[config.mk]
export PLATFORM = sky130hd
export DESIGN_NAME = gpu_pixel_pipe
export DESIGN_NICKNAME = d
export VERILOG_FILES = /design/src/rtl/gpu_pixel_pipe.sv
export SDC_FILE = /design/constraint.sdc
export NUM_CORES = 1
export LEC_CHECK = 0
export BUFFER_PORTS_ARGS = -buffer_cell sky130_fd_sc_hd__buf_4
export CAP_MARGIN = 0
export CORE_UTILIZATION = 45
export DETAILED_ROUTE_END_ITERATION = 10
export MAX_ROUTING_LAYER = met4
export RECOVER_POWER = 25
export SLEW_MARGIN = 20
export SYNTH_ARGS = -nofsm -noshare
export SYNTH_HDL_FRONTEND = slang
export SYNTH_SLANG_ARGS = --single-unit
[constraint.sdc]
create_clock -name clk -period 6.2 [get_ports clk]
set_input_delay 0.62 -clock clk [delete_from_list [all_inputs] [get_ports clk]]
set_output_delay 0.62 -clock clk [all_outputs]
set_load 0.01 [all_outputs]
[src/rtl/gpu_pixel_pipe.sv]
// gpu_pixel_pipe
// Pixel back-end between the rasteriser/texture fetch and the VRAM write
// burst builder. Each beat carries NPIX horizontally adjacent pixels and
// passes through three register stages:
//   S1 shade  : texel x gouraud modulation (or plain gouraud when untextured)
//   S2 blend  : semi-transparency against the VRAM background
//   S3 pack   : ordered dither, truncation to 5:5:5, mask bit
// One global stall holds every stage while the output register is full and
// the downstream side is not ready. The mode inputs are captured with the
// beat, so changing them mid-stream only affects later beats.
//
// Ports
//   clk, i_rst            clock, synchronous active-high reset
//   i_valid / o_ready     input beat handshake
//   i_noTexture, i_noblend, i_dither, i_transMode, i_forceMask
//                         per-beat render state
//   i_scrX, i_scrY        position of pixel 0 (i_scrX is a multiple of NPIX)
//   i_texel, i_transparent, i_gouraud, i_bg
//                         per-pixel source data, pixel k in slice k
//   i_checkMask           mask-test enable (only with the macro below)
//   o_valid / i_ready     output beat handshake
//   o_pixels, o_pixEn, o_x, o_y
//                         packed pixels, write enables and beat position
//
// Build option
//   GPU_PIXPIPE_MASKTEST_EN : adds i_checkMask; a pixel whose background has
//   bit 15 set is not written while i_checkMask is high.
module gpu_pixel_pipe #(
  parameter int NPIX = 2
) (
  input  logic               clk,
  input  logic               i_rst,
  input  logic               i_valid,
  output logic               o_ready,
  input  logic               i_noTexture,
  input  logic               i_noblend,
  input  logic               i_dither,
  input  logic [1:0]         i_transMode,
  input  logic               i_forceMask,
  input  logic [9:0]         i_scrX,
  input  logic [8:0]         i_scrY,
  input  logic [16*NPIX-1:0] i_texel,
  input  logic [NPIX-1:0]    i_transparent,
  input  logic [24*NPIX-1:0] i_gouraud,
  input  logic [16*NPIX-1:0] i_bg,
`ifdef GPU_PIXPIPE_MASKTEST_EN
  input  logic               i_checkMask,
`endif
  output logic               o_valid,
  input  logic               i_ready,
  output logic [16*NPIX-1:0] o_pixels,
  output logic [NPIX-1:0]    o_pixEn,
  output logic [9:0]         o_x,
  output logic [8:0]         o_y
);

  // Texel modulation: 0x80 in the gouraud channel is neutral, so the
  // product is scaled by 1/128 and saturated.
  function automatic logic [7:0] shade_ch(input logic [4:0] tex5,
                                          input logic [7:0] g8,
                                          input logic       no_tex);
    logic [15:0] prod;
    logic [7:0]  res;
    prod = {8'd0, tex5, 3'b000} * {8'd0, g8};
    if (no_tex)                 res = g8;
    else if (prod[15:7] > 9'd255) res = 8'hFF;
    else                        res = prod[14:7];
    return res;
  endfunction

  // Ten-bit arithmetic: bit 9 flags an underflow (mode 2), bit 8 an overflow.
  function automatic logic [7:0] blend_ch(input logic [7:0] s,
                                          input logic [4:0] bg5,
                                          input logic [1:0] mode,
                                          input logic       en);
    logic [9:0] b10;
    logic [9:0] sum;
    logic [7:0] res;
    b10 = {2'b00, bg5, 3'b000};
    case (mode)
      2'd0:    sum = (b10 + {2'b00, s}) >> 1;
      2'd1:    sum = b10 + {2'b00, s};
      2'd2:    sum = b10 - {2'b00, s};
      default: sum = b10 + {4'b0000, s[7:2]};
    endcase
    if (!en)         res = s;
    else if (sum[9]) res = 8'h00;
    else if (sum[8]) res = 8'hFF;
    else             res = sum[7:0];
    return res;
  endfunction

  // 4x4 ordered dither, offsets in the range -4..+3 (4-bit two's complement).
  function automatic logic [4:0] dither_ch(input logic [7:0] v,
                                           input logic [1:0] xi,
                                           input logic [1:0] yi,
                                           input logic       en);
    logic [3:0] d;
    logic [9:0] t;
    logic [4:0] res;
    case ({yi, xi})
      4'h0: d = 4'hC;  4'h1: d = 4'h0;  4'h2: d = 4'hD;  4'h3: d = 4'h1;
      4'h4: d = 4'h2;  4'h5: d = 4'hE;  4'h6: d = 4'h3;  4'h7: d = 4'hF;
      4'h8: d = 4'hD;  4'h9: d = 4'h1;  4'hA: d = 4'hC;  4'hB: d = 4'h0;
      4'hC: d = 4'h3;  4'hD: d = 4'hF;  4'hE: d = 4'h2;  default: d = 4'hE;
    endcase
    t = {2'b00, v} + {{6{d[3]}}, d};
    if (!en)       res = v[7:3];
    else if (t[9]) res = 5'd0;
    else if (t[8]) res = 5'd31;
    else           res = t[7:3];
    return res;
  endfunction

  // ---------------------------------------------------------------- state
  logic                   s1_valid_reg, s2_valid_reg, s3_valid_reg;
  logic [NPIX-1:0][23:0]  s1_shade_reg;
  logic [NPIX-1:0][14:0]  s1_bg_reg;
  logic [NPIX-1:0]        s1_blend_en_reg, s1_bit15_reg, s1_pix_en_reg;
  logic                   s1_dither_reg;
  logic [1:0]             s1_mode_reg;
  logic [9:0]             s1_x_reg;
  logic [8:0]             s1_y_reg;
  logic [NPIX-1:0][23:0]  s2_color_reg;
  logic [NPIX-1:0]        s2_bit15_reg, s2_pix_en_reg;
  logic                   s2_dither_reg;
  logic [9:0]             s2_x_reg;
  logic [8:0]             s2_y_reg;
  logic [NPIX-1:0][15:0]  s3_pixels_reg;
  logic [NPIX-1:0]        s3_pix_en_reg;
  logic [9:0]             s3_x_reg;
  logic [8:0]             s3_y_reg;

  logic [NPIX-1:0][23:0]  shade_next;
  logic [NPIX-1:0][14:0]  bg_next;
  logic [NPIX-1:0]        blend_en_next, bit15_next, pix_en_next, bg_mask;
  logic [NPIX-1:0][23:0]  blend_next;
  logic [NPIX-1:0][15:0]  pack_next;
  logic                   advance;

  // The whole pipe moves together; it only stops when the output register
  // holds a beat the consumer has not taken.
  assign advance = !s3_valid_reg | i_ready;
  assign o_ready = advance;

  genvar gi, gc;
  generate
    for (gi = 0; gi < NPIX; gi++) begin : g_pix
      logic stp;
      assign stp         = i_texel[16*gi+15];
      assign bg_mask[gi] = i_bg[16*gi+15];
      assign bg_next[gi] = i_bg[16*gi +: 15];

      // Untextured primitives always blend; textured ones only where stp is set.
      assign blend_en_next[gi] = !i_noblend & (stp | i_noTexture);
      assign bit15_next[gi]    = i_forceMask | (!i_noTexture & stp);
`ifdef GPU_PIXPIPE_MASKTEST_EN
      assign pix_en_next[gi]   = !i_transparent[gi] & !(i_checkMask & bg_mask[gi]);
`else
      assign pix_en_next[gi]   = !i_transparent[gi];
`endif

      for (gc = 0; gc < 3; gc++) begin : g_ch
        assign shade_next[gi][8*gc +: 8] =
          shade_ch(i_texel[16*gi+5*gc +: 5], i_gouraud[24*gi+8*gc +: 8], i_noTexture);
        assign blend_next[gi][8*gc +: 8] =
          blend_ch(s1_shade_reg[gi][8*gc +: 8], s1_bg_reg[gi][5*gc +: 5],
                   s1_mode_reg, s1_blend_en_reg[gi]);
        // Low two bits of (x + k) pick the dither column; x is NPIX-aligned.
        assign pack_next[gi][5*gc +: 5] =
          dither_ch(s2_color_reg[gi][8*gc +: 8], s2_x_reg[1:0] + 2'(gi),
                    s2_y_reg[1:0], s2_dither_reg);
      end
      assign pack_next[gi][15] = s2_bit15_reg[gi];
    end
  endgenerate

`ifndef GPU_PIXPIPE_MASKTEST_EN
  // Background mask bits only matter for the mask test.
  logic unused_bg_mask;
  assign unused_bg_mask = ^bg_mask;
`endif

  always_ff @(posedge clk) begin
    if (i_rst) begin
      s1_valid_reg    <= 1'b0;
      s1_shade_reg    <= '0;
      s1_bg_reg       <= '0;
      s1_blend_en_reg <= '0;
      s1_bit15_reg    <= '0;
      s1_pix_en_reg   <= '0;
      s1_dither_reg   <= 1'b0;
      s1_mode_reg     <= '0;
      s1_x_reg        <= '0;
      s1_y_reg        <= '0;
      s2_valid_reg    <= 1'b0;
      s2_color_reg    <= '0;
      s2_bit15_reg    <= '0;
      s2_pix_en_reg   <= '0;
      s2_dither_reg   <= 1'b0;
      s2_x_reg        <= '0;
      s2_y_reg        <= '0;
      s3_valid_reg    <= 1'b0;
      s3_pixels_reg   <= '0;
      s3_pix_en_reg   <= '0;
      s3_x_reg        <= '0;
      s3_y_reg        <= '0;
    end else if (advance) begin
      s1_valid_reg    <= i_valid;
      s1_shade_reg    <= shade_next;
      s1_bg_reg       <= bg_next;
      s1_blend_en_reg <= blend_en_next;
      s1_bit15_reg    <= bit15_next;
      s1_pix_en_reg   <= pix_en_next;
      s1_dither_reg   <= i_dither;
      s1_mode_reg     <= i_transMode;
      s1_x_reg        <= i_scrX;
      s1_y_reg        <= i_scrY;

      s2_valid_reg    <= s1_valid_reg;
      s2_color_reg    <= blend_next;
      s2_bit15_reg    <= s1_bit15_reg;
      s2_pix_en_reg   <= s1_pix_en_reg;
      s2_dither_reg   <= s1_dither_reg;
      s2_x_reg        <= s1_x_reg;
      s2_y_reg        <= s1_y_reg;

      s3_valid_reg    <= s2_valid_reg;
      s3_pixels_reg   <= pack_next;
      s3_pix_en_reg   <= s2_pix_en_reg;
      s3_x_reg        <= s2_x_reg;
      s3_y_reg        <= s2_y_reg;
    end
  end

  assign o_valid  = s3_valid_reg;
  assign o_pixels = s3_pixels_reg;
  assign o_pixEn  = s3_pix_en_reg;
  assign o_x      = s3_x_reg;
  assign o_y      = s3_y_reg;

endmodule

---- After elaboration in Yosys (flattened, before gate mapping) ----
Memories as Yosys holds them, arrays and structs flattened. A register that Yosys moved wholly into a read port is not among the register bits.
Index checks and enable logic that the tools add are counted.
storage, ports and cells
  bits in registers ....................... 234
  ROM bits ................................ 384
  input bits .............................. 143
  logic and storage cells ................. 146
  memories ................................ 6
memories
  name             words  width  read ports  clocked after memory_dff  write ports  line  text
  (no name shown)  16     4      1           0                         0            101   case ({yi, xi})
  (no name shown)  16     4      1           0                         0            101
  (no name shown)  16     4      1           0                         0            101
  (no name shown)  16     4      1           1                         0            101
  (no name shown)  16     4      1           1                         0            101
  (no name shown)  16     4      1           1                         0            101
operators by class
  $add $sub $neg .......................... 25
  $mul .................................... 6
  magnitude comparators ................... 6
  equal/unequal tests ..................... 2
  muxes and demuxes ....................... 60
  bitwise gates (word level) .............. 9
  reductions and logical operators ........ 6
operator list
  operator               number
  $mux W8                30
  $pmux W10 S3           6
  $mux W5                18
  $mul A5 B8 Y13         6
  $add A9 B4 Y10         6
  $add A8 B6 Y9          6
  $add A8 B8 Y9          6
  $gt A9 B8 Y1 const B   6
  $sub A8 B8 Y9          6
  $mux W4                6
  $logic_not A1 Y1       5
  $or A1 B1 Y1           5
  $and A1 B1 Y1          4
  $add A2 B1 Y2 const B  1
  $eq A2 B1 Y1 const B   1
  $eq A2 B2 Y1 const B   1
  $logic_not A2 Y1       1

---- Depth between registers and ports, before layout ----
Gate-level depths: netlist of run 1.
An unclocked memory read counts as a cell.
  depth after elaboration ................. 6
  mapped depth ............................ 16

---- Worst setup path before layout of run 1 ----
OpenSTA, ideal clock, no wires.
  path kind ............................... input -> register
  start point ............................. input port i_gouraud[41]
  end point ............................... register s1_shade_reg[43] (netlist bit)
  library setup time ...................... 62 ps
  arrival time ............................ 4390 ps
  data required time ...................... 6138 ps
  slack ................................... 1748 ps
  stages on the path ...................... 14
  path through ............................ and2_1 fa_1 fa_1 inv_1 fa_1 inv_1 ha_1 or3_1 a2111oi_0 nand4b_1 o22ai_1 mux2_4 or3_1 nand3_1
between the ends
  cells in the longest elaborated chain, start to end .. 4
ends and longest elaborated chain
  item                  line  text
  from (decl)           44    input logic [24*NPIX-1:0] i_gouraud,
  $mul A5 B8 Y13 *      64    prod = {8'd0, tex5, 3'b000} * {8'd0, g8};
  $gt A9 B8 Y1          66    else if (prod[15:7] > 9'd255) res = 8'hFF;
  $mux W8 *             66
  $mux W8 *             65    if (no_tex) res = g8;
  to (signal assigned)  210   s1_shade_reg <= shade_next;
  to (decl)             117   logic [NPIX-1:0][23:0] s1_shade_reg;
Mark *: on every way between the ends. The rest lies on a longest branch, timed or not.
A chain may end at the register's enable or synchronous reset.

---- Final worst setup path of run 1 ----
  start point ............................. input port i_texel[25]
  end point ............................... register s1_shade_reg[35] (netlist bit)
between the ends
  cells in the longest elaborated chain, start to end .. 4
ends and longest elaborated chain
  item              line  text
  from (decl)       42    input logic [16*NPIX-1:0] i_texel,
  $mul A5 B8 Y13 *  64
  $gt A9 B8 Y1      66
  $mux W8 *         66
  $mux W8 *         65
Marked as above.

==> metrics.yaml, run 1 <==
clock_network:
  cts_hold_buf: 0
  cts_resized: 0
  htreeDepth: 1
  cts_tree: "done"
  cts_made_buffers: 27
  clock-root-buffer: "clkbuf_16"
  clockBufferDepth: 3
  post_cts_buffers: 0
  clk_pin_slew_ps: 60
  numClockSinks: 237
  insertion_delay_ps: 560
place:
  portBuffers: 195
  dpl.hpwl_um: 47700
  dp_slack_ps: 1290
  post_dp_cell_area_um2: 24700
  gp_congestion: 0.917
floorplanning:
  start_util_pct: 45.5
  num_rows: 82
  die_h_um: 227
  core_area_um2: 50000
  die_w_um: 227
  die_area_um2: 51500
  ios: 198
final_layout:
  fill_cells: 4931
  drive_gt1_share_pct: 8.86
  final_cell_mix: "383 x nand2_1, 264 x a21oi_1, 246 x ha_1"
  seqCellArea_um2: 4750
  fin_area_um2: 25400
  areaGrowthSynthToFinish_pct: 11.5
  n_antenna_cell: 0
  final_util_pct: 50.8
  mostFrequentLayoutCell: "nand2_1"
  layout.nets: 3443
  multi_input_area_um2: 16700
grt:
  antenna_found_initial: 1
  grt_max_degree: 129
  grt_pass1_vias: 19100
  grt.overflow.total: 0
  grtUsageTotal_pct: 24.7
  grt_pass1_wl_um: 101000
route:
  dr.pass1.iters: 6
  route.vias.total: 20200
  viasPerCell: 5.56
  drc: 0
  drt.antenna.violating_nets: 0
  drt_iter0_drc: 1369
  wl_per_cell_um: 17.2
  wl_um: 62500
synth:
  synth-async-reset-ratio_pct: 0
  synth_enable_flop_cells: 0
  syn_area_per_cell_um2: 8.02
  ys_warn_count: 0
  synth_seq_area_share_pct: 20.9
  synth_top_area_cell: "dfxtp_1"
  synthCells: 2835
  synth_ff_type: "dfxtp_1"
  ys_ff_latch: 237
  yosys-top-cells-area: "dfxtp_1 21%, ha_1 14%, fa_1 10%"
  synth_fp_nets: 3338
  synth.distinct_cells: 83
  synth_area_um2: 22700
  synth_top_area_share_pct: 20.9
timing:
  worst_pin_slew_ps: 1090
  drv_slew: 0
  hold_ws_ps: 232
  slew_headroom_pct: 27.3
  finalSetupViolCount: 0
  setup_ws_ps: 1820
  fin_crit_sh_pct: 70.7
  grt_setup_unrepaired: "false"
  hold_viol: 0
  min_period_ps: 4380
  max_freq_mhz: 228
  setup_tns_ps: 0
  skew_ps: 16.2
setup_path:
  crit_required_ps: 6700
  start_kind: "input port"
  cp.arrival_ps: 4880
  cp_common_cell: "fa_1"
  critPathMaxStageDelay_ps: 550
  cp_slowest_cell: "fa_1"
  path_cells: "buf_4 -> and2_1 -> fa_1 -> fa_1 -> inv_1 -> fa_1 -> inv_1 -> ha_1 -> or3_1 -> a2111oi_0 -> nand4b_1 -> o22ai_1 -> mux2_4 -> or3_1 -> nand3_1"
  crit_fanout: 8
  end_kind: "register"
  path_class: "in -> reg"
job:
  max-cap-violations: 0
power_and_ir_drop:
  leakage_nw: 11.4
  vdd_drop_max_v: 0.000180
  p_per_area_nw_per_um2: 257
run_status:
  status: "completed"
hold_path:
  min_path_type: "in -> reg"
[kinds of logic (layout without fill, tap and decap cells)]
family          Yosys count  in the layout  synth area share (%)
buf+inv                 360            482                  5.98
mux                      58             58                  4.20
compound gates          774            774                  21.2
fa+ha+maj               360            360                  23.6
xor+xnor                130            130                  5.07
simple gates            916            916                  19.2
flops                   237            237                  20.9
[worst max-delay path, delay by kind of cell]
| family | cells | cell delay [ps] |
|---|---|---|
| AO/OA/AOI/OAI | 2 | 660 |
| adder cells (fa/ha/maj) | 4 | 1790 |
| buffers and inverters | 3 | 230 |
| multiplexers | 1 | 380 |
| AND/OR/NAND/NOR | 5 | 1200 |
[layer usage]
metal	track usage [%]	routed length [um]	vias to the layer above	share of wire, %
met5	-	0	-	0
met4	5.34	1130	0	1.8
met3	2.40	2750	63	4.4
met2	37.6	27400	414	44
met1	35.3	31200	9660	50
li1	-	-	10100	-
[final cells by class]
type                    count  area share (%)
multi-input cells        2238            65.6
flip-flops and latches    237            18.7
repair buffers            210            5.43
inverters                 226            3.36
well taps                 672            3.31
clock buffers              36            2.95
clock inverters            10           0.587
[synthesized netlist by cell type, types with 7 or more instances]
library cell	instances
a2111oi_0	8
a211oi_1	72
a21o_1	35
a21oi_1	264
a221oi_1	16
a31oi_1	17
a32o_1	13
a32oi_1	9
and2_1	149
and4_1	8
buf_1	7
clkbuf_1	121
dfxtp_1	237
fa_1	114
ha_1	246
inv_1	222
mux2i_1	23
mux4_2	28
nand2_1	383
nand2b_1	28
nand3_1	21
nor2_1	171
nor2b_1	29
nor3_1	39
nor4_1	7
nor4b_1	7
o211ai_1	15
o21a_1	32
o21ai_0	183
o21ai_1	14
o21bai_1	13
o22ai_1	12
o31ai_1	12
or3_1	27
or4_1	7
xnor2_1	92
xor2_1	37
[path summary, 6_finish.rpt]
kind                    startpoint                to  slack (ps)  depth (start not counted)
hold / removal    i_transparent[1]  s1_pix_en_reg[1]         230                          2
hold reg to reg             o_x[4]            o_x[4]         450                          2
setup reg to reg       s2_y_reg[0]      o_pixels[26]        2160                         11
setup / recovery       i_texel[25]  s1_shade_reg[35]        1820                         15
[report_power, final]
part	total [mW]	switching (mW)	internal, mW
clock	1.65	0.672	0.974
combinational	2.87	1.52	1.35
sequential	2.01	0.304	1.71
total	6.53	2.50	4.03
[stage by stage]
stage          std cells  total power [mW]
6_report            3629              6.53
3_5_place_dp        3583              4.90
5_1_grt             3629              7.02
2_1_floorplan       2835              4.13
4_1_cts             3629              6.58
3_3_place_gp        3583              4.84
Power figures use the tool's default switching activity.
==> inputs of run 2 (changes only) <==
Clock period 6.2 ns to 4.1 ns, I/O delays scaled along.
==> run 2 against run 1 <==
  * The run now ends with max-capacitance violations, max-slew violations left
  * Largest cell class unchanged
  * Non-clock buffer count rose by 110
  * Register-to-register slack got worse by 1400 ps
  * Combinational power rose by 58%
  * Routed wire length rose by 0.40%
  * Final cell count rose by 3.2%
  * First-iteration DRC count fell by 2.8%
  * Worst hold slack got worse by 200 ps
  * Sequential share of layout area fell by 0.69 points
==> metrics.yaml, run 2 (synthesis gave the netlist of run 1 again) <==
run_status:
  status: "complete, but fails checks"  # was completed
  violations: "max-capacitance violations, max-slew violations"
final_layout:
  multi_input_area_um2: 16700  # about the same
  seqCellArea_um2: 4750  # unchanged
  fill_cells: 4891  # was 4931
  final_cell_mix: "383 x nand2_1, 264 x a21oi_1, 263 x buf_4"  # was 383 x nand2_1, 264 x a21oi_1, 246 x ha_1
  drive_gt1_share_pct: 12.5  # was 8.86%
  fin_area_um2: 26400  # was 25400 um2
  mostFrequentLayoutCell: "nand2_1"  # unchanged
  layout.nets: 3554  # was 3443
  areaGrowthSynthToFinish_pct: 15.8  # was 11.5%
place:
  post_dp_cell_area_um2: 25600  # was 24700 um2
  dpl.hpwl_um: 47900  # was 47700 um
  portBuffers: 195  # unchanged
  gp_congestion: 0.909  # was 0.917
timing:
  skew_ps: 22.4  # was 16.2 ps
  hold_viol: 0  # unchanged
  min_period_ps: 3840
  worst_pin_slew_ps: 2140  # was 1090 ps
  slew_headroom_pct: -43.0  # was 27.3%
  finalSetupViolCount: 0  # unchanged
  hold_ws_ps: 28.4  # was 232 ps
  max_freq_mhz: 260
  fin_crit_sh_pct: 93.7
  grt_setup_unrepaired: "false"  # unchanged
  drv_slew: 186  # was 0
clock_network:
  cts_made_buffers: 28  # was 27
  cts_hold_buf: 1  # was 0
  numClockSinks: 237  # unchanged
  post_cts_buffers: 0  # unchanged
  cts_resized: 0  # unchanged
  clk_pin_slew_ps: 60  # about the same
  insertion_delay_ps: 570  # was 560 ps
  clock-root-buffer: "clkbuf_16"  # unchanged
  clockBufferDepth: 3  # unchanged
  htreeDepth: 1  # unchanged
  cts_tree: "done"  # unchanged
route:
  drc: 0  # unchanged
  wl_um: 62700  # was 62500 um
  viasPerCell: 5.55  # was 5.56
  wl_per_cell_um: 16.7  # was 17.2 um
  drt.antenna.violating_nets: 0  # unchanged
  route.vias.total: 20800  # was 20200
  dr.pass1.iters: 7  # was 6
  drt_iter0_drc: 1330  # was 1369
floorplanning:
  start_util_pct: 45.5  # unchanged
  die_w_um: 227  # unchanged
  num_rows: 82  # unchanged
  core_area_um2: 50000  # unchanged
  die_h_um: 227  # unchanged
  ios: 198  # unchanged
  die_area_um2: 51500  # unchanged
setup_path:
  r2r_slack_ps: 780  # was 2160 ps
  crit_fanout: 7  # was 8
  start_kind: "input port"  # unchanged
  reg2reg_to: "s2_color_reg[13]"  # was o_pixels[26]
  worstSetupEndpoint: "s1_shade_reg[43]"  # was s1_shade_reg[35]
  worstSetupStartpoint: "i_gouraud[43]"  # was i_texel[25]
  r2r_start: "o_valid"  # was s2_y_reg[0]
  end_kind: "register"  # unchanged
  path_class: "in -> reg"  # unchanged
  ff2ff_path_depth: 4  # was 11
  crit_required_ps: 4610  # was 6700 ps
  cp.arrival_ps: 4360  # was 4880 ps
job:
  max-cap-violations: 1  # was 0
power_and_ir_drop:
  sequentialPowerShare_pct: 29.3  # was 30.8%
  switching_share_pct: 37.3  # was 38.3%
  p_sw_mw: 3.82  # was 2.50 mW
  leakage_nw: 12.0  # was 11.4 nW
  internal_power_mw: 6.44  # was 4.03 mW
  vdd_drop_max_v: 0.000280  # was 0.000180 V
  pwr-share-comb_pct: 44.2  # was 44.0%
  total_power_mw: 10.3  # was 6.53 mW
  p_per_area_nw_per_um2: 389  # was 257 nW/um2
  clkPwrFrac_pct: 26.5  # was 25.2%
grt:
  grt_max_degree: 186  # was 129
  grt_pass1_wl_um: 103000  # was 101000 um
  antenna_found_initial: 1  # unchanged
  grt.overflow.total: 0  # unchanged
  grt_pass1_vias: 20100  # was 19100
  grtUsageTotal_pct: 25.1  # was 24.7%
hold_path:
  min_path_type: "in -> reg"  # unchanged
==> run 2: per-stage QoR <==
step	worst slack [ps]	utilization, %	instances	setup TNS, ps
2_1_floorplan	-21.7	-	2835	-21.7
3_3_place_gp	-262	51.1	3692	-6000
3_5_place_dp	-338	51.1	3692	-8820
4_1_cts	257	53.2	3744	0
5_1_grt	46.4	52.7	3746	0
6_report	258	52.7	3746	0
==> run 2: worst max-delay path, cell delays in order <==
cell and delay (ps):
buf_4 120, and2_1 160, fa_1 500, fa_1 550, inv_1 60, fa_1 530
inv_1 40, ha_1 210, or3_1 420, a2111oi_0 260, nand4b_1 220, o22ai_2 110
mux2_4 350, or3_1 340, nand3_1 80
==> run 2: layout make-up <==
type | count | area share [%]
Antenna cell | 2 | 0.0190
Timing Repair Buffer | 320 | 8.37
Clock buffer | 38 | 3.03
Tap cell | 672 | 3.19
Inverter | 226 | 3.24
Multi-Input combinational cell | 2238 | 63.3
Clock inverter | 13 | 0.802
Sequential cell | 237 | 18.0
==> run 2: layer usage <==
metal  vias to the layer above  track usage [%]  part of all wire (%)
met5                         -                -                     0
met4                         0             6.32                   2.3
met3                        85             2.62                   4.7
met2                       478             37.9                    43
met1                      9924             35.6                    50
li1                      10300                -                     -
==> run 2: power by group through the flow <==
stage	Clock, mW	Combinational (mW)	Sequential (mW)
after floorplan	0	3.40	2.85
after global placement	0	4.43	3.04
after detailed placement	0	4.52	3.05
after CTS	2.78	4.56	3.00
after global routing	2.87	5.12	3.05
final	2.72	4.53	3.01
==> run 2: how the worst min path moves through the flow <==
stage                     cells past startpoint          endpoint        startpoint  slack, ps
after floorplan                               2     s1_dither_reg     s1_dither_reg        430
after global placement                        2       s2_x_reg[2]       s2_x_reg[2]        440
after detailed placement                      2       s1_x_reg[9]       s1_x_reg[9]        440
after CTS                                     2  s1_pix_en_reg[1]  i_transparent[1]          7
after global routing                          2  s1_pix_en_reg[1]  i_transparent[1]         20
final                                         2  s1_pix_en_reg[1]  i_transparent[1]         30
